<file path="config.mk">
export PLATFORM = sky130hd
export DESIGN_NAME = dmem_arbiter
export DESIGN_NICKNAME = d
export VERILOG_FILES = /design/src/rtl/dmem_arbiter.sv
export SDC_FILE = /design/constraint.sdc
export NUM_CORES = 1
export LEC_CHECK = 0
export ABC_CLOCK_PERIOD_IN_PS = 1650
export CAP_MARGIN = 20
export CORE_AREA = 2 2 182 184
export DETAILED_ROUTE_END_ITERATION = 12
export DIE_AREA = 0 0 184 186
export SLEW_MARGIN = 10
export SYNTH_ARGS = -nofsm -noshare
export SYNTH_HDL_FRONTEND = slang
export SYNTH_SLANG_ARGS = --single-unit
</file>
<file path="constraint.sdc">
create_clock -name clk -period 1.65 [get_ports clk]
set_input_delay 0.33 -clock clk [delete_from_list [all_inputs] [get_ports clk]]
set_output_delay 0.33 -clock clk [all_outputs]
set_load 0.02 [all_outputs]
</file>
<file path="src/rtl/dmem_arbiter.sv">
// Arbitrates the single-ported data memory between the memory stage (D) and
// instruction fetch (F): one access in flight, D priority, F starvation guard.
module dmem_arbiter #(
  parameter int unsigned DEPTH      = 8192,
  parameter int unsigned MEM_LAT    = 2,
  parameter int unsigned STARVE_MAX = 4
) (
  input  logic        clk,
  input  logic        rst_n,
  input  logic        d_req,
  input  logic        d_we,
  input  logic [63:0] d_addr,
  input  logic [63:0] d_wdata,
  output logic        d_gnt,
  output logic        d_rvalid,
  output logic [63:0] d_rdata,
  output logic        d_err,
  input  logic        f_req,
  input  logic [63:0] f_addr,
  output logic        f_gnt,
  output logic        f_rvalid,
  output logic [63:0] f_rdata,
  output logic        f_err,
  output logic        m_en,
  output logic        m_we,
  output logic [12:0] m_addr,
  output logic [63:0] m_wdata,
  input  logic [63:0] m_rdata,
  output logic        busy
);

  localparam int unsigned SW = (STARVE_MAX < 1) ? 1 : $clog2(STARVE_MAX + 1);
  localparam logic [SW-1:0] STARVE_TOP = SW'(STARVE_MAX);
  localparam logic [3:0]    LAT_LOAD   = 4'(MEM_LAT - 1);
  localparam logic [63:0]   DEPTH64    = 64'(DEPTH);

  typedef enum logic [1:0] {IDLE, ACCESS, WAIT, RESP} state_t;

  state_t        state, state_n;
  logic [SW-1:0] starve_cnt, starve_n;
  logic          win_f, win_f_n;
  logic          lat_we, we_n;
  logic          lat_err, err_n;
  logic [3:0]    wait_cnt, cnt_n;

  logic        d_gnt_n, d_rvalid_n, d_err_n;
  logic        f_gnt_n, f_rvalid_n, f_err_n;
  logic [63:0] d_rdata_n, f_rdata_n;
  logic        m_en_n, m_we_n;
  logic [12:0] m_addr_n;
  logic [63:0] m_wdata_n;
  logic        busy_n;

  logic        pick_f, pick_d;
  logic [63:0] sel_addr, sel_wdata;
  logic        sel_we, in_range;

  // Winner selection; only acted upon in IDLE.
  always_comb begin
    pick_f = 1'b0;
    pick_d = 1'b0;
    if (f_req && (starve_cnt == STARVE_TOP)) pick_f = 1'b1;
    else if (d_req)                          pick_d = 1'b1;
    else if (f_req)                          pick_f = 1'b1;
    sel_addr  = pick_f ? f_addr : d_addr;
    sel_we    = pick_d & d_we;
    sel_wdata = pick_d ? d_wdata : '0;
    in_range  = (sel_addr < DEPTH64);
  end

  // Next state and next value of every registered output; the memory strobe
  // is prepared in IDLE so that it appears registered during ACCESS.
  always_comb begin
    state_n    = state;
    starve_n   = starve_cnt;
    win_f_n    = win_f;
    we_n       = lat_we;
    err_n      = lat_err;
    cnt_n      = wait_cnt;
    d_gnt_n    = 1'b0;
    d_rvalid_n = 1'b0;
    d_err_n    = 1'b0;
    d_rdata_n  = '0;
    f_gnt_n    = 1'b0;
    f_rvalid_n = 1'b0;
    f_err_n    = 1'b0;
    f_rdata_n  = '0;
    m_en_n     = 1'b0;
    m_we_n     = 1'b0;
    m_addr_n   = '0;
    m_wdata_n  = '0;

    unique case (state)
      IDLE: begin
        if (pick_f || pick_d) begin
          state_n   = ACCESS;
          win_f_n   = pick_f;
          we_n      = sel_we;
          err_n     = ~in_range;
          d_gnt_n   = pick_d;
          f_gnt_n   = pick_f;
          m_en_n    = in_range;
          m_we_n    = in_range & sel_we;
          m_addr_n  = in_range ? sel_addr[12:0] : '0;
          m_wdata_n = in_range ? sel_wdata : '0;
          if (pick_f)
            starve_n = '0;
          else if (f_req && (starve_cnt != STARVE_TOP))
            starve_n = starve_cnt + 1'b1;
        end
      end
      ACCESS: begin
        if (lat_err || lat_we) begin
          state_n    = RESP;
          d_rvalid_n = ~win_f;
          f_rvalid_n = win_f;
          d_err_n    = ~win_f & lat_err;
          f_err_n    = win_f & lat_err;
        end else begin
          state_n = WAIT;
          cnt_n   = LAT_LOAD;
        end
      end
      WAIT: begin
        if (wait_cnt == '0) begin
          state_n    = RESP;
          d_rvalid_n = ~win_f;
          f_rvalid_n = win_f;
          d_rdata_n  = win_f ? '0 : m_rdata;
          f_rdata_n  = win_f ? m_rdata : '0;
        end else begin
          cnt_n = wait_cnt - 1'b1;
        end
      end
      RESP: state_n = IDLE;
      default: state_n = IDLE;
    endcase

    busy_n = (state_n != IDLE);
  end

  always_ff @(posedge clk or negedge rst_n) begin
    if (!rst_n) begin
      state      <= IDLE;
      starve_cnt <= '0;
      win_f      <= 1'b0;
      lat_we     <= 1'b0;
      lat_err    <= 1'b0;
      wait_cnt   <= '0;
      d_gnt      <= 1'b0;
      d_rvalid   <= 1'b0;
      d_err      <= 1'b0;
      d_rdata    <= '0;
      f_gnt      <= 1'b0;
      f_rvalid   <= 1'b0;
      f_err      <= 1'b0;
      f_rdata    <= '0;
      m_en       <= 1'b0;
      m_we       <= 1'b0;
      m_addr     <= '0;
      m_wdata    <= '0;
      busy       <= 1'b0;
    end else begin
      state      <= state_n;
      starve_cnt <= starve_n;
      win_f      <= win_f_n;
      lat_we     <= we_n;
      lat_err    <= err_n;
      wait_cnt   <= cnt_n;
      d_gnt      <= d_gnt_n;
      d_rvalid   <= d_rvalid_n;
      d_err      <= d_err_n;
      d_rdata    <= d_rdata_n;
      f_gnt      <= f_gnt_n;
      f_rvalid   <= f_rvalid_n;
      f_err      <= f_err_n;
      f_rdata    <= f_rdata_n;
      m_en       <= m_en_n;
      m_we       <= m_we_n;
      m_addr     <= m_addr_n;
      m_wdata    <= m_wdata_n;
      busy       <= busy_n;
    end
  end

endmodule

</file>
==> reports/qor.yml, run 1 <==
clock_sink_count: 226
synth_cells: 659
initial_utilization_pct: 25.1
hold_viol_final: 0
grt_pass1_vias: 7414
cts.root.buffer_cell: "clkbuf_16"
gr-total-overflow: 0
library_cell_with_the_largest_summed_area_after_synthesis: "dfrtp_1"
clkLatencyLatePin_ns: 0.53
core_area_um2: 32200
cellLeakagePower_nw: 7.87
dr.first_iter.drc_count: 216
num-nets-final: 1477
gp_congestion: 0.791
synth_xor_area_share_pct: 0.217
post_route_cells_drive_above_1_share_pct: 22.2
synth-compound-area-share_pct: 1.44
p_total_mw: 15.0
drc: 0
hold-worst-slack_ns: 0.277
layoutNonFillerInstCount: 1636
maxCapViolations: 0
first_pass_iters: 4
yosys-mux-area-fraction_pct: 1.73
synth_area_in_adders_pct: 0.929
dpl.cell_count: 1548
power_density_over_the_cells_nw_per_um2: 961
final_util_pct: 48.5
numCtsBuffers: 25
vdd_drop_max_mv: 0.586
worst_slew_pin_slew_ns: 0.448
drt-total-wl_um: 32200
mappedNetlistNets: 926
mostFrequentLayoutCells: "clkdlybuf4s50_1 (259), dfrtp_1 (226), dlygate4sd2_1 (204)"
share_of_the_clock_period_used_by_the_worst_path_pct: 118
std_cell_rows: 66
cts_buffer_depth: 3
tritoncts: "done"
dpl-instance-area_um2: 13800
outcome: "finished with violations"
synth_cell_types: 31
critPathLaunchType: "flip-flop"
final_skew_ns: 0.0215
postSynthAreaPerCell_um2: 12.3
synth-simple-area-share_pct: 23.2
violations_in_the_final_reports: "negative setup slack"
post_drt_via_cell_ratio: 4.36
max_slew_margin_pct: 69.9
io-pin-count: 475
synth-warning-count: 0
clock_tree.htree_level_count: 1
r2r_start: "starve_cnt[0]"
worst-setup-path-type: "reg2reg"
grt_util_all_layers_pct: 17.1
crit_arrival_ns: 2.35
grt_max_degree: 66
drtAntennaViolNets: 0
origin_of_the_worst_setup_path: "starve_cnt[0]"
hpwl_after_detailed_placement_um: 22900
synth-seq-cells: 226
synth_area_um2: 8090
area_growth_syn_to_layout_pct: 93.2
drt-wirelength-per-cell_um: 19.7
number_of_pins_exceeding_their_max_slew_limit_in_the_final_report: 0
crit_required_ns: 2.05
antenna_found_initial: 3
chipWidth_um: 184
synth_top_family_by_area: "simple AND/OR/NAND/NOR gates"
synth-seq-area-share_pct: 69.9
setup-violations-final: 161
totalNegativeSetupSlack_ns: -24.18
insertedDiodeCount: 0
crit_end_category: "flip-flop"
dpl_worst_slack_ns: -0.952
synth_top_area_share_pct: 69.9
fmax_mhz: 511
detailroute.via_count: 7131
design.die.area_um2: 34200
rsz0062_at_grt: "true"
min-delay-path-class: "in2async"
synth.top_cells.by_area: "dfrtp_1 (70%), and2_1 (9.7%), nor3_1 (4.5%)"
finalWorstSetupSlack_ns: -0.305
period_needed_ns: 1.96
cp_max_fo: 17
placement.io_buffers: 474
floorplan.die.height_um: 186
first_pass_grt_wire_length_um: 43600
clk_transition_reported_paths_ns: 0.06
layout_commonest_cell: "clkdlybuf4s50_1"
fin_area_um2: 15600
## routing by layer
metal | share of wire [%] | track usage, % | vias to the layer above | routed length (um)
met5 | 0 | 0 | - | 0
met4 | 3.1 | 5.98 | 0 | 985
met3 | 7.3 | 4.30 | 57 | 2360
met2 | 56 | 34.1 | 355 | 18100
met1 | 33 | 17.1 | 3438 | 10800
li1 | - | - | 3281 | -
## final timing paths
| kind | cells after the start | slack [ns] | end |
|---|---|---|---|
| setup / recovery | 11 | -0.31 | lat_err |
| hold / removal | 2 | 0.28 | m_wdata[5] |
| setup reg to reg | 11 | -0.31 | lat_err |
| hold reg to reg | 2 | 0.53 | lat_we |
| max in group asynchronous | 3 | 0.73 | d_rdata[5] |
| min in group clk | 3 | 0.33 | m_wdata[30] |
## cell usage after synthesis
library cell,n
nor4_1,33
o21ai_0,5
inv_1,11
or2_2,1
buf_2,13
nor3_1,73
clkbuf_1,25
nand2b_1,1
nor3b_2,1
a22o_1,1
buf_4,1
a21bo_2,1
a21oi_1,2
and2_1,126
nor4_2,6
o21a_1,1
nand2_1,80
xor2_1,2
o211ai_1,1
o31a_1,1
a41oi_2,1
a22oi_1,1
nand4_1,4
nand3_1,3
nor2_1,15
mux2i_1,14
or3_1,1
nor3_2,1
a21o_1,2
ha_1,6
dfrtp_1,226
## worst max-delay path, stage by stage, from the launching register on
cell and delay (ns):
dfrtp_1 0.39, inv_1 0.06, ha_2 0.18, a21bo_2 0.15, nand2_4 0.06, buf_6 0.12, buf_12 0.13, nor3_4 0.14
a41oi_4 0.06, buf_6 0.16, buf_12 0.15, o31a_1 0.23
## cell families after synthesis
logic type / count (synthesis)
adders and majority gates: 6
muxes: 14
DFF: 226
AOI/OAI and AO/OA: 16
and+or+nand+nor: 345
buffers and inverters: 50
xor gates and xnor gates: 2
## what timing repair did
| item | CTS | global route |
|---|---|---|
| setup buffers | 9 | 17 |
| gates cloned | 8 | 11 |
| setup endpoints to repair | 295 | 212 |
| hold buffers | 1 | 0 |
| pin swaps | 14 | 53 |
| gates resized for setup | 287 | 90 |
| endpoints found under the hold margin | 61 | 0 |
## state kept, by name, indices dropped and copies added, names as in the netlist, 2 cells and up
| signal | cells |
|---|---|
| m_wdata | 64 |
| m_addr | 13 |
| wait_cnt | 4 |
| f_rdata | 64 |
| state | 2 |
| d_rdata | 64 |
| starve_cnt | 3 |
## power breakdown
group / switching, mW / internal, mW / total [mW]
combinational: 1.58 / 1.67 / 3.25
clock: 2.25 / 3.51 / 5.76
sequential: 0.154 / 5.84 / 6.00
## cell type report
cell class	count	area [um2]
Fill cell	2937	16600
Timing Repair Buffer	563	5720
Sequential cell	226	5660
Multi-Input combinational cell	383	2840
Clock buffer	32	672
Tap cell	408	510
Clock inverter	13	180
Inverter	11	41.3
No activity file was read; power rests on OpenSTA's default activity.
==> inputs of run 2 (changes only) <==
- ABC_CLOCK_PERIOD_IN_PS: 1650 -> 1600
- REMOVE_ABC_BUFFERS: not set -> 1
- clock period: 1.65 -> 1.6 ns (I/O delays scaled with it)
==> reports/qor.yml, run 2 (same netlist as run 1, synthesis figures left out) <==
rsz0062_at_grt: "true"
r2r_start: "starve_cnt[0]"
share_of_the_clock_period_used_by_the_worst_path_pct: 120  # +1.5 points
grt_pass1_vias: 7536  # +1.6%
post_drt_via_cell_ratio: 4.35  # -0.25%
vdd_drop_max_mv: 0.718  # +23%
maxCapViolations: 0  # unchanged
mostFrequentLayoutCells: "clkdlybuf4s50_1 (259), dfrtp_1 (226), dlygate4sd2_1 (199)"
fillers: 2909  # -0.95%
p_total_mw: 15.1  # +0.79%
fmax_mhz: 521  # +1.9%
hold-worst-slack_ns: 0.312  # +0.0349 ns
totalNegativeSetupSlack_ns: -24.68  # -0.503 ns
cellLeakagePower_nw: 8.19  # +4.1%
worst_slew_pin_slew_ns: 0.488  # +0.0404 ns
io-pin-count: 475  # unchanged
final_skew_ns: 0.0167  # -0.00477 ns
antenna_found_initial: 0  # -3
crit_end_category: "flip-flop"
crit_arrival_ns: 2.34  # about the same
post_route_cells_drive_above_1_share_pct: 23.8  # +1.6 points
min-delay-path-class: "in2reg"
worstHoldPathCells: 3
clock_sink_count: 226  # unchanged
fin_area_um2: 15900  # +1.9%
reg2reg_slack_ns: -0.32  # about the same
clkLatencyLatePin_ns: 0.53  # about the same
std_cell_rows: 66  # unchanged
dpl-instance-area_um2: 13900  # +0.66%
chipWidth_um: 184  # unchanged
power_density_over_the_cells_nw_per_um2: 951  # -1.0%
cts_buffer_depth: 3  # unchanged
gr-total-overflow: 0  # unchanged
insertedDiodeCount: 0  # unchanged
max_slew_margin_pct: 67.4  # -2.4 points
first_pass_iters: 6  # +2
grt_util_all_layers_pct: 18.2  # +1.1 points
multi_input_comb_area_um2: 2970  # +4.8%
placement.io_buffers: 474  # unchanged
tritoncts: "done"
drt-met1-wl_um: 13500  # +25%
drtAntennaViolNets: 0  # unchanged
layout_commonest_cell: "clkdlybuf4s50_1"
timing.rr.end: "m_wdata[62]"
highest-signal-layer: "met4"
setup-violations-final: 188  # +17%
violations_in_the_final_reports: "negative setup slack"
first_pass_grt_wire_length_um: 46600  # +6.9%
drt-wirelength-per-cell_um: 20.3  # +3.2%
floorplan.die.height_um: 186  # unchanged
timing.hold.worst_endpoint: "m_wdata[2]"
numCtsBuffers: 25  # unchanged
pwr-share-comb_pct: 23.4  # +1.7 points
internal_power_mw: 11.0  # -0.58%
initial_utilization_pct: 25.1  # unchanged
gp_congestion: 0.862  # +9.0%
critPathLaunchType: "flip-flop"
pwr-share-clk_pct: 35.6  # -2.8 points
switching_share_pct: 27.5  # +1.0 points
worst-r2r-cell-count: 11  # unchanged
total_switching_power_mw: 4.17  # +4.6%
number_of_pins_exceeding_their_max_slew_limit_in_the_final_report: 0  # unchanged
worst-setup-path-type: "reg2reg"
detailroute.wirelength.met3_um: 3060  # +30%
num-nets-final: 1490  # +0.88%
cp_max_fo: 7  # -10
area_growth_syn_to_layout_pct: 96.7
top_regs: "d_rdata (64), f_rdata (64), m_wdata (64)"
clock_tree.htree_level_count: 1  # unchanged
drc: 0  # unchanged
routed_wire_length_on_met2_um: 16000  # -12%
regArea_um2: 5660  # unchanged
dr.first_iter.drc_count: 218  # +0.93%
worst_hold_startpoint: "d_wdata[2]"
design.die.area_um2: 34200  # unchanged
clk_transition_reported_paths_ns: 0.06  # about the same
core_area_um2: 32200  # unchanged
drt-total-wl_um: 33500  # +4.0%
cts.root.buffer_cell: "clkbuf_16"
hpwl_after_detailed_placement_um: 23200  # +1.5%
outcome: "finished with violations"
finalWorstSetupSlack_ns: -0.319  # -0.0141 ns
period_needed_ns: 1.92  # -0.0359 ns
register_share_of_total_power_pct: 41.0  # +1.0 points
grt_max_degree: 56  # -15%
hold_viol_final: 0  # unchanged
detailroute.via_count: 7165  # +0.48%
crit_required_ns: 2.02  # -0.03 ns
-- run 2: cell count changes in the layout (fill, tap and decap cells not counted), sizes merged --
cell,before,now
dlygate4sd2,204,199
clkbuf,39,50
clkdlybuf4s15,9,10
clkinv,5,7
bufbuf,1,0
inv,13,12
clkinvlp,2,0
buf,82,93
bufinv,4,0
-- run 2: area by class of cell --
cell class / count / area share [%]
multi-input cells: 383 / 18.7
repair buffers: 576 / 37.5
flip-flops and latches: 226 / 35.6
clock inverters: 8 / 0.299
inverters: 11 / 0.260
well taps: 408 / 3.21
clock buffers: 36 / 4.51
-- run 2: repair_timing --
item / in CTS / in global routing
hold buffers: 1 / 0
resized for setup: 311 / 137
endpoints found under the hold margin: 43 / 0
cloned: 10 / 14
pin swaps: 35 / 85
setup buffers: 15 / 13
setup endpoints to repair: 306 / 214
-- run 2: how the worst max path moves through the flow --
stage,start,endpoint,slack (ns),cells past startpoint
floorplan,starve_cnt[0],m_addr[0],-3.50,7
detailed placement,d_addr[59],m_addr[12],-1.06,8
CTS,starve_cnt[1],m_en,-0.36,11
global route,starve_cnt[0],m_wdata[47],-0.42,11
finish,starve_cnt[0],m_wdata[62],-0.32,11
global placement,d_addr[59],m_addr[2],-1.04,8
-- run 2: metrics by stage --
step                      worst slack, ns  utilization, %  std cells
after floorplan                     -3.50               -        620
after global placement              -1.04            43.1       1561
after detailed placement            -1.06            43.1       1561
after CTS                          -0.357            47.2       1629
after global routing               -0.418            49.4       1648
final                              -0.319            49.4       1648
-- run 2: power by group through the flow --
stage	logic, mW	registers [mW]	clock network, mW
after floorplan	0.885	6.51	0
after global placement	2.95	6.28	0
after global routing	3.83	6.24	5.76
after CTS	3.07	6.19	5.51
final	3.53	6.20	5.39
after detailed placement	2.99	6.29	0
-- run 2: critical path, stage by stage, from the launching register on --
cell and delay [ns]:
dfrtp_1 0.36, inv_2 0.06, ha_4 0.16, a21bo_4 0.22, nand2_4 0.07, buf_6 0.12, nor3_4 0.04, a41oi_4 0.29
buf_12 0.19, buf_12 0.12, clkbuf_16 0.15, nor3_1 0.05
-- run 2: per-layer routing --
metal	track usage, %	vias to the layer above
li1	-	3319
met1	23.1	3501
met2	29.6	279
met3	6.03	66
met4	5.44	0
met5	0	-
